## config.mk

```make
export PLATFORM = sky130hd
export DESIGN_NAME = ps2_host_tx
export DESIGN_NICKNAME = d
export VERILOG_FILES = /design/src/rtl/ps2_host_tx.sv
export SDC_FILE = /design/constraint.sdc
export NUM_CORES = 1
export LEC_CHECK = 0
export ABC_AREA = 1
export CAP_MARGIN = 10
export CORE_UTILIZATION = 35
export DETAILED_ROUTE_END_ITERATION = 7
export GPL_ROUTABILITY_DRIVEN = 0
export SLEW_MARGIN = 20
export SYNTH_ARGS = -nofsm -noshare
export SYNTH_HDL_FRONTEND = slang
export SYNTH_SLANG_ARGS = --single-unit
```

## constraint.sdc

```tcl
create_clock -name clk -period 1.4 [get_ports clk]
set_clock_uncertainty 0.1 [all_clocks]
set_input_delay 0.35 -clock clk [delete_from_list [all_inputs] [get_ports clk]]
set_output_delay 0.35 -clock clk [all_outputs]
set_load 0.01 [all_outputs]
```

## src/rtl/ps2_host_tx.sv

```systemverilog
// Host-to-device PS/2 transmitter: inhibit/request-to-send, shifts data, odd
// parity and stop on device clocks, checks the device acknowledge.
module ps2_host_tx #(
   parameter int unsigned FREQ_HZ    = 25_000_000,
   parameter int unsigned INHIBIT_US = 100,
   parameter int unsigned TIMEOUT_US = 20000
) (
   input  logic       clk,
   input  logic       reset_i,
   input  logic [7:0] data_i,
   input  logic       valid_i,
   output logic       ready_o,
   output logic       busy_o,
   output logic       done_o,
   output logic       err_o,
   input  logic       ps2_clk_i,
   input  logic       ps2_data_i,
   output logic       ps2_clk_oe_o,
   output logic       ps2_data_oe_o
);

   localparam int unsigned INH   = FREQ_HZ / 1_000_000 * INHIBIT_US;
   localparam int unsigned TMO   = FREQ_HZ / 1_000_000 * TIMEOUT_US;
   localparam int unsigned CW    = $clog2(TMO + 1);
   localparam int unsigned SW    = 10;
   localparam int unsigned BW    = 4;
   localparam int unsigned NFALL = 10;

   typedef enum logic [2:0] {
      S_IDLE, S_INHIBIT, S_START, S_BITS, S_ACK, S_WAIT_IDLE
   } state_t;

   state_t          state_q, state_d;
   logic [1:0]      clk_sync, data_sync;
   logic            clk_prev;
   logic            clk_s, data_s, fall;
   logic [CW-1:0]   wd_q;
   logic [BW-1:0]   bit_q;
   logic [SW-1:0]   sh_q;
   logic            accept, tmo;
   logic            clk_oe_d, data_oe_d, busy_d, done_d, err_d;

   // Pin synchronizers and falling-edge detect on the device clock
   always_ff @(posedge clk) begin
      if (reset_i) begin
         clk_sync  <= 2'b11;
         data_sync <= 2'b11;
         clk_prev  <= 1'b1;
      end else begin
         clk_sync  <= {clk_sync[0], ps2_clk_i};
         data_sync <= {data_sync[0], ps2_data_i};
         clk_prev  <= clk_sync[1];
      end
   end

   assign clk_s  = clk_sync[1];
   assign data_s = data_sync[1];
   assign fall   = clk_prev & ~clk_s;

   assign ready_o = (state_q == S_IDLE) && !reset_i;
   assign accept  = valid_i && ready_o;
   assign tmo     = (state_q != S_IDLE) && (wd_q == CW'(TMO - 1));

   // Watchdog/inhibit counter, bit counter and shift word
   always_ff @(posedge clk) begin
      if (reset_i) begin
         wd_q  <= '0;
         bit_q <= '0;
         sh_q  <= '1;
      end else if (state_q == S_IDLE) begin
         wd_q  <= '0;
         bit_q <= '0;
         if (accept) sh_q <= {1'b1, ~^data_i, data_i};
      end else begin
         wd_q <= wd_q + CW'(1);
         if (state_q == S_BITS && fall) begin
            bit_q <= bit_q + BW'(1);
            sh_q  <= {1'b1, sh_q[SW-1:1]};
         end
      end
   end

   always_ff @(posedge clk) begin
      if (reset_i) state_q <= S_IDLE;
      else         state_q <= state_d;
   end

   // Next state; the watchdog overrides everything outside IDLE
   always_comb begin
      state_d = state_q;
      if (tmo) begin
         state_d = S_IDLE;
      end else begin
         unique case (state_q)
            S_IDLE:      if (accept) state_d = S_INHIBIT;
            S_INHIBIT:   if (wd_q == CW'(INH - 1)) state_d = S_START;
            S_START:     state_d = S_BITS;
            S_BITS:      if (fall && bit_q == BW'(NFALL)) state_d = S_ACK;
            S_ACK:       state_d = data_s ? S_IDLE : S_WAIT_IDLE;
            S_WAIT_IDLE: if (clk_s && data_s) state_d = S_IDLE;
            default:     state_d = S_IDLE;
         endcase
      end
   end

   // Next values of the registered outputs
   always_comb begin
      clk_oe_d  = (state_d == S_INHIBIT);
      busy_d    = (state_d != S_IDLE);
      data_oe_d = ps2_data_oe_o;
      done_d    = !tmo && (state_q == S_WAIT_IDLE) && clk_s && data_s;
      err_d     = tmo || ((state_q == S_ACK) && data_s);
      unique case (state_d)
         S_START: data_oe_d = 1'b1;
         S_BITS:  if (state_q == S_BITS && fall) data_oe_d = ~sh_q[0];
         default: data_oe_d = 1'b0;
      endcase
   end

   always_ff @(posedge clk) begin
      if (reset_i) begin
         ps2_clk_oe_o  <= 1'b0;
         ps2_data_oe_o <= 1'b0;
         busy_o        <= 1'b0;
         done_o        <= 1'b0;
         err_o         <= 1'b0;
      end else begin
         ps2_clk_oe_o  <= clk_oe_d;
         ps2_data_oe_o <= data_oe_d;
         busy_o        <= busy_d;
         done_o        <= done_d;
         err_o         <= err_d;
      end
   end

endmodule
```

==> impl_metrics.tcl, run 1 <==
set metrics [dict create \
    r2r_setup_slack_ns -0.15 \
    fin_util_pct 54.60 \
    worstPathMaxFanout 4 \
    crit_path_start "wd_q[1]" \
    core_area_um2 6386 \
    crit_path_end_kind "flop" \
    min_path_type "reg -> reg" \
    clk_latency_ns 0.31 \
    synth.yosys.seq_area_share_pct 38.69 \
    drive_above_1_share_pct 40.63 \
    crit_arrival_ns 1.66 \
    synth_cells 325 \
    route.detailed.drc 0 \
    synth.most_common_cell "nand2_1" \
    synth_nets 341 \
    syn-cell-area_um2 2328 \
    portBuffers 18 \
    fmax_mhz 646.1 \
    p_per_area_nw_per_um2 720.4 \
    r2r_cells 10 \
    die_h_um 83.57 \
    clockRootBuffer "clkbuf_8" \
    slew_headroom_pct 78.27 \
    nNetsFinal 426 \
    violations "setup timing" \
    cts_buffer_depth 2 \
    synth.avg_cell_area_um2 7.165 \
    synth_seq_cells 45 \
    die-area_um2 6983 \
    worstMarginPinSlew_ns 0.3249 \
    dp_slack_ns -0.5481 \
    ios 19 \
    grt-ovfl-total 0 \
    max_cap_violations 0 \
    async_flop_share_pct 0 \
    drtIter0Drc 59 \
    fill_cells 598 \
    via_count 2422 \
    worst_r2r_endpoint "ps2_data_oe_o" \
    required_ns 1.51 \
    std_cell_rows 29 \
    tritoncts "yes" \
    final_cells 488 \
    ant_nets 0 \
    grt_pass1_wl_um 10030 \
    grt_max_degree 16 \
    setup_viol 28 \
    worst-setup-path-type "reg -> reg" \
    fin_crit_ns 1.548 \
    min-delay-start "data_sync[0]" \
    fin_tns_setup_ns -2.003 \
    synthTopCellsByCount "nand2_1 (64), dfxtp_1 (45), inv_1 (39)" \
    fin_crit_sh_pct 110.6 \
    yosysWarnings 0 \
    clk_pin_slew_ns 0.09 \
    start_util_pct 36.46 \
    r2r-start "wd_q[1]" \
    hpwl_um 4217 \
    setup_slack_ns -0.1478 \
    num_antenna_cells 0 \
    clock-sinks 45 \
    critPathLaunchType "flop" \
    synth_top_area_cell "dfxtp_1" \
    dieWidth_um 83.57 \
    synth_edf_count 0 \
    cts_made_buffers 5 \
    postCtsHoldBufs 0 \
    grt_pass1_vias 2243 \
    viasPerCell 4.963 \
    slew_viol_final 0 \
    synth.distinct_cells 31 \
    rsz0062_at_grt "true" \
    synth_ff_type "dfxtp_1" \
    htreeDepth 2 \
    synth.area.top_cells "dfxtp_1 (39%), nand2_1 (10%), nand3_1 (7.3%)" \
    min_to "data_sync[1]" \
    peakVddDrop_mv 0.6300 \
    first_pass_iters 4 \
    status "finished, violations left" \
    antenna_found_initial 0 \
    whs_path_depth 1 \
    wire_per_inst_um 12.61 \
    finalHoldViolCount 0 \
    worst_hold_slack_ns 0.3174 \
    drt-total-wl_um 6152 \
    synth.top_cell.area_share_pct 38.69 \
    leakagePower_uw 0.001465 \
    dp.cells 468 \
    area_delta_synth_final_pct 49.76 \
    grt_usage_pct 17.66 \
]
critical path, cell delays in order (launching register included):
cell	delay [ns]
dfxtp_4	0.38
ha_4	0.16
nand2_4	0.06
inv_4	0.07
nand2_4	0.06
nor2_4	0.09
nand4_1	0.21
nand3_1	0.17
inv_1	0.06
nand2_1	0.06
inv_1	0.03
per-stage QoR:
stage | power, uW | cell area, um^2
after floorplan | 1520 | 2346
after global placement | 1663 | 3019
after detailed placement | 1667 | 3019
after CTS | 2510 | 3319
after global routing | 2615 | 3487
final | 2512 | 3487
where the power goes:
| part | internal, uW | switching (uW) |
|---|---|---|
| sequential | 1310 | 15.9 |
| combinational | 174 | 171 |
| clock | 355 | 487 |
| total | 1840 | 674 |
timing repair:
item                                    in CTS  in global routing
gates resized for setup                     59                 48
pin swaps                                   27                 21
buffers inserted                            10                  6
endpoints found under the setup margin      46                 39
cell type report:
class | count | area (um^2) | share of cell area, %
clock buffer | 5 | 68.82 | 1.973
inverter | 46 | 190.2 | 5.454
multi-input combinational | 229 | 1450 | 41.59
tap | 77 | 96.34 | 2.763
clock inverter | 3 | 21.27 | 0.6100
sequential | 45 | 917.1 | 26.30
timing repair buffer | 83 | 743.2 | 21.31
logic make-up after synthesis:
| kind of cell | Yosys count | synth area share [%] |
|---|---|---|
| simple gates | 176 | 35.73 |
| buf+inv | 51 | 9.188 |
| flops | 45 | 38.69 |
| compound gates | 43 | 12.14 |
| xor+xnor | 7 | 2.633 |
| fa+ha+maj | 3 | 1.612 |
state kept, by name (all words and copies together), names as in the netlist, 2 cells and up:
register	cells
data_sync	2
bit_q	4
wd_q	19
state_q	3
clk_sync	2
sh_q	9
cell usage in the layout, fill, tap and decap left out, types with 10 or more instances in the layout:
master,synthesis,final
nand2_2,2,10
dfxtp_1,45,36
or2_2,11,11
nor2_1,34,22
inv_1,39,37
a21oi_1,21,17
buf_4,0,50
nand3_1,34,30
buf_6,0,12
nand4_1,11,11
nand2_1,64,51
worst max-delay path by stage:
| stage | cells past startpoint | to | slack, ns |
|---|---|---|---|
| 2_1_floorplan | 10 | ps2_data_oe_o | -0.02 |
| 3_3_place_gp | 3 | ready_o | -0.55 |
| 3_5_place_dp | 3 | ready_o | -0.55 |
| 4_1_cts | 4 | ready_o | -0.13 |
| 5_1_grt | 7 | wd_q[18] | -0.29 |
| 6_report | 10 | ps2_data_oe_o | -0.15 |
routing by layer:
layer	track usage (%)	routed length, um	vias to the layer above
li1	-	-	1232
met3	2.967	192	11
met4	7.088	121	0
met5	0	0	-
met1	22.10	2787	1129
met2	30.08	3051	50
No activity file was read; power rests on OpenSTA's default activity.
==> inputs of run 2 (changes only) <==
- CTS_BUF_LIST: default -> sky130_fd_sc_hd__clkbuf_16
==> impl_metrics.tcl, run 2 (synthesis gave the netlist of run 1 again) <==
set metrics [dict create \
    drt-total-wl_um 6114 \
    antenna_found_initial 0 \
    fin_tns_setup_ns -1.422 \
    via_count 2374 \
    rsz0062_at_grt "true" \
    die_h_um 83.57 \
    finalHoldViolCount 0 \
    setup_viol 26 \
    top_regs "wd_q (19), sh_q (9), bit_q (4)" \
    layout_common_cells "nand2_1 (53), buf_4 (53), inv_1 (35), dfxtp_1 (32), nand3_1 (31)" \
    fin_crit_ns 1.523 \
    clock-sinks 45 \
    wl_met3_um 194 \
    cts_buffer_depth 2 \
    slew_viol_final 0 \
    clockRootBuffer "clkbuf_16" \
    viasPerCell 4.845 \
    grt_usage_pct 17.56 \
    largest_reg_flops 19 \
    hpwl_um 4217 \
    clk_latency_ns 0.29 \
    fmax_mhz 656.5 \
    worstMarginPinSlew_ns 0.3175 \
    area_delta_synth_final_pct 54.16 \
    required_ns 1.48 \
    worst-setup-path-type "reg -> reg" \
    final_cell_area_um2 3590 \
    min_path_type "reg -> reg" \
    postCtsHoldBufs 0 \
    grt_max_degree 16 \
    violations "setup timing" \
    clk_pin_slew_ns 0.07 \
    drtIter0Drc 81 \
    grt_pass1_wl_um 9998 \
    crit_path_end_kind "flop" \
    tritoncts "yes" \
    max_flop_register "wd_q" \
    grt_pass1_vias 2242 \
    fill_cells 585 \
    max_cap_violations 0 \
    first_pass_iters 4 \
    core_area_um2 6386 \
    std_cell_rows 29 \
    worstPathMaxFanout 4 \
    slew_headroom_pct 78.77 \
    fin_crit_sh_pct 108.8 \
    fin_util_pct 56.21 \
    cts_made_buffers 5 \
    setup_slack_ns -0.1232 \
    grt-ovfl-total 0 \
    worst_hold_slack_ns 0.3105 \
    placed_area_um2 3019 \
    route.layer.met1.wl_um 2778 \
    crit_arrival_ns 1.61 \
    route.detailed.drc 0 \
    die-area_um2 6983 \
    leakagePower_uw 0.001531 \
    multiInputGateArea_um2 1473 \
    ff_latch_area_um2 924.6 \
    status "finished, violations left" \
    htreeDepth 2 \
    p_per_area_nw_per_um2 794.8 \
    ios 19 \
    highest_layer "met4" \
    nNetsFinal 428 \
    ant_nets 0 \
    num_antenna_cells 0 \
    wl_met2_um 3051 \
    drive_above_1_share_pct 43.10 \
    dieWidth_um 83.57 \
    start_util_pct 36.46 \
    peakVddDrop_mv 0.4876 \
    portBuffers 18 \
    wire_per_inst_um 12.48 \
    critPathLaunchType "flop" \
]
[run 2: power breakdown]
group | switching [uW] | internal [uW]
clock network | 517 | 665
registers | 16.1 | 1310
logic | 171 | 175
total | 705 | 2150
[run 2: critical path: stages (launching register included)]
cell and delay, ns:
dfxtp_2 0.35, buf_4 0.11, nand3_2 0.10, nor2_4 0.13
nand4_1 0.21, buf_4 0.21, buf_4 0.12, nand2_1 0.04
a21oi_1 0.05
[run 2: worst paths after layout]
kind	slack (ns)	end	depth (start not counted)	from
worst min-delay path	0.31	data_sync[1]	1	data_sync[0]
worst min register to register	0.31	data_sync[1]	1	data_sync[0]
worst max register to register	-0.12	wd_q[9]	8	wd_q[0]
worst max-delay path	-0.12	wd_q[9]	8	wd_q[0]
[run 2: through the flow]
stage | instances | power (uW) | setup slack, ns
6_report | 490 | 2853 | -0.1232
5_1_grt | 490 | 2961 | -0.2150
4_1_cts | 485 | 2863 | -0.1120
3_5_place_dp | 468 | 1667 | -0.5481
3_3_place_gp | 468 | 1663 | -0.5464
2_1_floorplan | 325 | 1520 | -0.01521
[run 2: what timing repair did]
action / in CTS / in global routing
buffers inserted: 10 / 7
setup endpoints to repair: 46 / 37
pin swaps: 21 / 25
resized for setup: 51 / 66
[run 2: routing by layer]
| layer | GRT usage (%) | vias up |
|---|---|---|
| li1 | - | 1234 |
| met1 | 22.36 | 1090 |
| met2 | 30.01 | 41 |
| met3 | 2.868 | 9 |
| met4 | 6.009 | 0 |
| met5 | 0 | - |
[run 2: area by class of cell]
| type | instances | share of cell area (%) |
|---|---|---|
| well taps | 77 | 2.684 |
| inverters | 46 | 5.298 |
| clock inverters | 3 | 0.5925 |
| flip-flops and latches | 45 | 25.76 |
| multi-input cells | 229 | 41.02 |
| clock buffers | 5 | 3.486 |
| repair buffers | 85 | 21.16 |
==> inputs of run 3 (changes only) <==
- ABC_AREA: 1 -> default
- CORE_MARGIN: default -> 5
==> impl_metrics.tcl, run 3 <==
set metrics [dict create \
    status "finished, violations left" \
    violations "setup timing" \
    min_to "clk_sync[1]" \
    min-delay-start "clk_sync[0]" \
    ant_nets 0 \
    fin_crit_sh_pct 128.9 \
    portBuffers 18 \
    tritoncts "yes" \
    first_pass_iters 4 \
    async_flop_share_pct 0 \
    worstMarginPinSlew_ns 0.3245 \
    cp_cell_sequence "or4_4 -> nor4_4 -> and4_4 -> a31oi_4 -> and4b_1" \
    clock-sinks 45 \
    die_h_um 86.08 \
    synth.top_cell.area_share_pct 44.47 \
    max_flop_register "wd_q" \
    fin_util_pct 61.28 \
    start_util_pct 36.34 \
    drt-total-wl_um 5373 \
    synth_ff_type "dfxtp_1" \
    fmax_mhz 554.4 \
    crit_path_end_kind "flop" \
    synth_seq_cells 45 \
    area_delta_synth_final_pct 68.62 \
    cts_buffer_depth 2 \
    synth_cells 225 \
    p_per_area_nw_per_um2 806.6 \
    max_cap_violations 0 \
    r2r_cells 5 \
    r2r-start "wd_q[4]" \
    worst_hold_slack_ns 0.3090 \
    grt_usage_pct 15.10 \
    via_count 1903 \
    postCtsHoldBufs 0 \
    syn-cell-area_um2 2026 \
    r2r_setup_slack_ns -0.40 \
    leakagePower_uw 0.001351 \
    htreeDepth 2 \
    clk_latency_ns 0.28 \
    required_ns 1.47 \
    synth.most_common_cell "dfxtp_1" \
    synth_edf_count 0 \
    whs_path_depth 1 \
    clockRootBuffer "clkbuf_16" \
    num_antenna_cells 0 \
    setup_viol 41 \
    crit_slowest_cell "or4_4" \
    yosysWarnings 0 \
    finalHoldViolCount 0 \
    synthTopCellsByCount "dfxtp_1 (45), nor2_1 (38), xnor2_1 (14)" \
    worst-setup-path-type "reg -> reg" \
    route.detailed.drc 0 \
    synth.area.top_cells "dfxtp_1 (44%), nor2_1 (7.0%), xnor2_1 (6.1%)" \
    grt-ovfl-total 0 \
    min_path_type "reg -> reg" \
    synth.yosys.seq_area_share_pct 44.47 \
    largest_reg_flops 19 \
    cts_made_buffers 5 \
    clk_pin_slew_ns 0.06 \
    synth.avg_cell_area_um2 9.003 \
    layout_commonest_cell "buf_4" \
    core_area_um2 5574 \
    top_regs "wd_q (19), sh_q (9), bit_q (4)" \
    drive_above_1_share_pct 45.89 \
    hpwl_um 3223 \
    grt_pass1_vias 1924 \
    viasPerCell 4.905 \
    wire_per_inst_um 13.85 \
    synth_top_area_cell "dfxtp_1" \
    worst_r2r_endpoint "ps2_clk_oe_o" \
    dieWidth_um 86.08 \
    fill_cells 454 \
    slew_viol_final 0 \
    grt_max_degree 18 \
    layout_common_cells "buf_4 (58), dfxtp_1 (33), nor2_1 (21), xnor2_1 (13), xor2_1 (12)" \
    critPathLaunchType "flop" \
    die-area_um2 7409 \
    std_cell_rows 27 \
    grt_pass1_wl_um 8873 \
    drtIter0Drc 60 \
    synth_nets 241 \
    setup_slack_ns -0.4039 \
    crit_arrival_ns 1.87 \
    rsz0062_at_grt "true" \
    synth.distinct_cells 38 \
    slowest_delay_ns 0.54 \
    slew_headroom_pct 78.29 \
    worstPathMaxFanout 3 \
    fin_crit_ns 1.804 \
    peakVddDrop_mv 0.6252 \
    ios 19 \
    antenna_found_initial 0 \
    nNetsFinal 332 \
]
==> run 3: what timing repair did <==
item,4_1_cts,5_1_grt
setup buffers,7,4
pin swaps,14,15
setup endpoints to repair,46,41
gates cloned,4,1
resized for setup,50,38
==> run 3: critical path: cells and delay by family (launching register included) <==
family,cells,cell delay (ns)
compound gates,1,0.11
flops,1,0.32
simple gates,4,1.17
==> run 3: power by group <==
part	internal, uW	switching, uW
registers	1310	17.9
logic	202	141
clock network	638	447
total	2150	606
==> run 3: cell type report <==
class                      instances  area [um^2]  share of cell area, %
clock buffer                       5        125.1                  3.663
clock inverter                     2        7.507                 0.2198
inverter                           5        21.27                 0.6227
multi-input combinational        166         1375                  40.26
sequential                        45        920.9                  26.96
tap                               72        90.09                  2.637
timing repair buffer              93        875.8                  25.64
==> run 3: worst max path at each step <==
| stage | to | depth (start not counted) | slack (ns) | start |
|---|---|---|---|---|
| 2_1_floorplan | ps2_clk_oe_o | 5 | -0.31 | wd_q[4] |
| 3_3_place_gp | ready_o | 3 | -0.77 | reset_i |
| 3_5_place_dp | ready_o | 3 | -0.78 | reset_i |
| 4_1_cts | ps2_clk_oe_o | 5 | -0.43 | wd_q[4] |
| 5_1_grt | ps2_clk_oe_o | 5 | -0.48 | wd_q[4] |
| 6_report | ps2_clk_oe_o | 5 | -0.40 | wd_q[4] |
==> run 3: cell families after synthesis <==
family,Yosys count,synth area share (%)
adder cells (fa/ha/maj),3,1.853
multiplexers,8,3.953
flip-flops,45,44.47
AO/OA/AOI/OAI,23,6.979
buffers and inverters,14,2.965
XOR/XNOR,26,11.24
AND/OR/NAND/NOR,106,28.54
==> run 3: metrics by stage <==
stage	worst slack [ns]	instance area [um^2]	TNS (ns)	instances	power (uW)
global route	-0.4781	3416	-10.19	388	2868
floorplan	-0.3062	2105	-3.054	225	1496
CTS	-0.4333	3237	-7.056	384	2770
finish	-0.4039	3416	-7.134	388	2755
global placement	-0.7744	2801	-18.77	366	1617
detailed placement	-0.7785	2801	-18.94	366	1623
==> run 3: routing by layer <==
layer | up-vias | wire length [um] | GRT usage [%]
met3 | 13 | 195 | 3.458
met2 | 40 | 2830 | 25.72
li1 | 954 | - | -
met1 | 896 | 2225 | 17.97
met4 | 0 | 122 | 6.763
met5 | - | 0 | 0
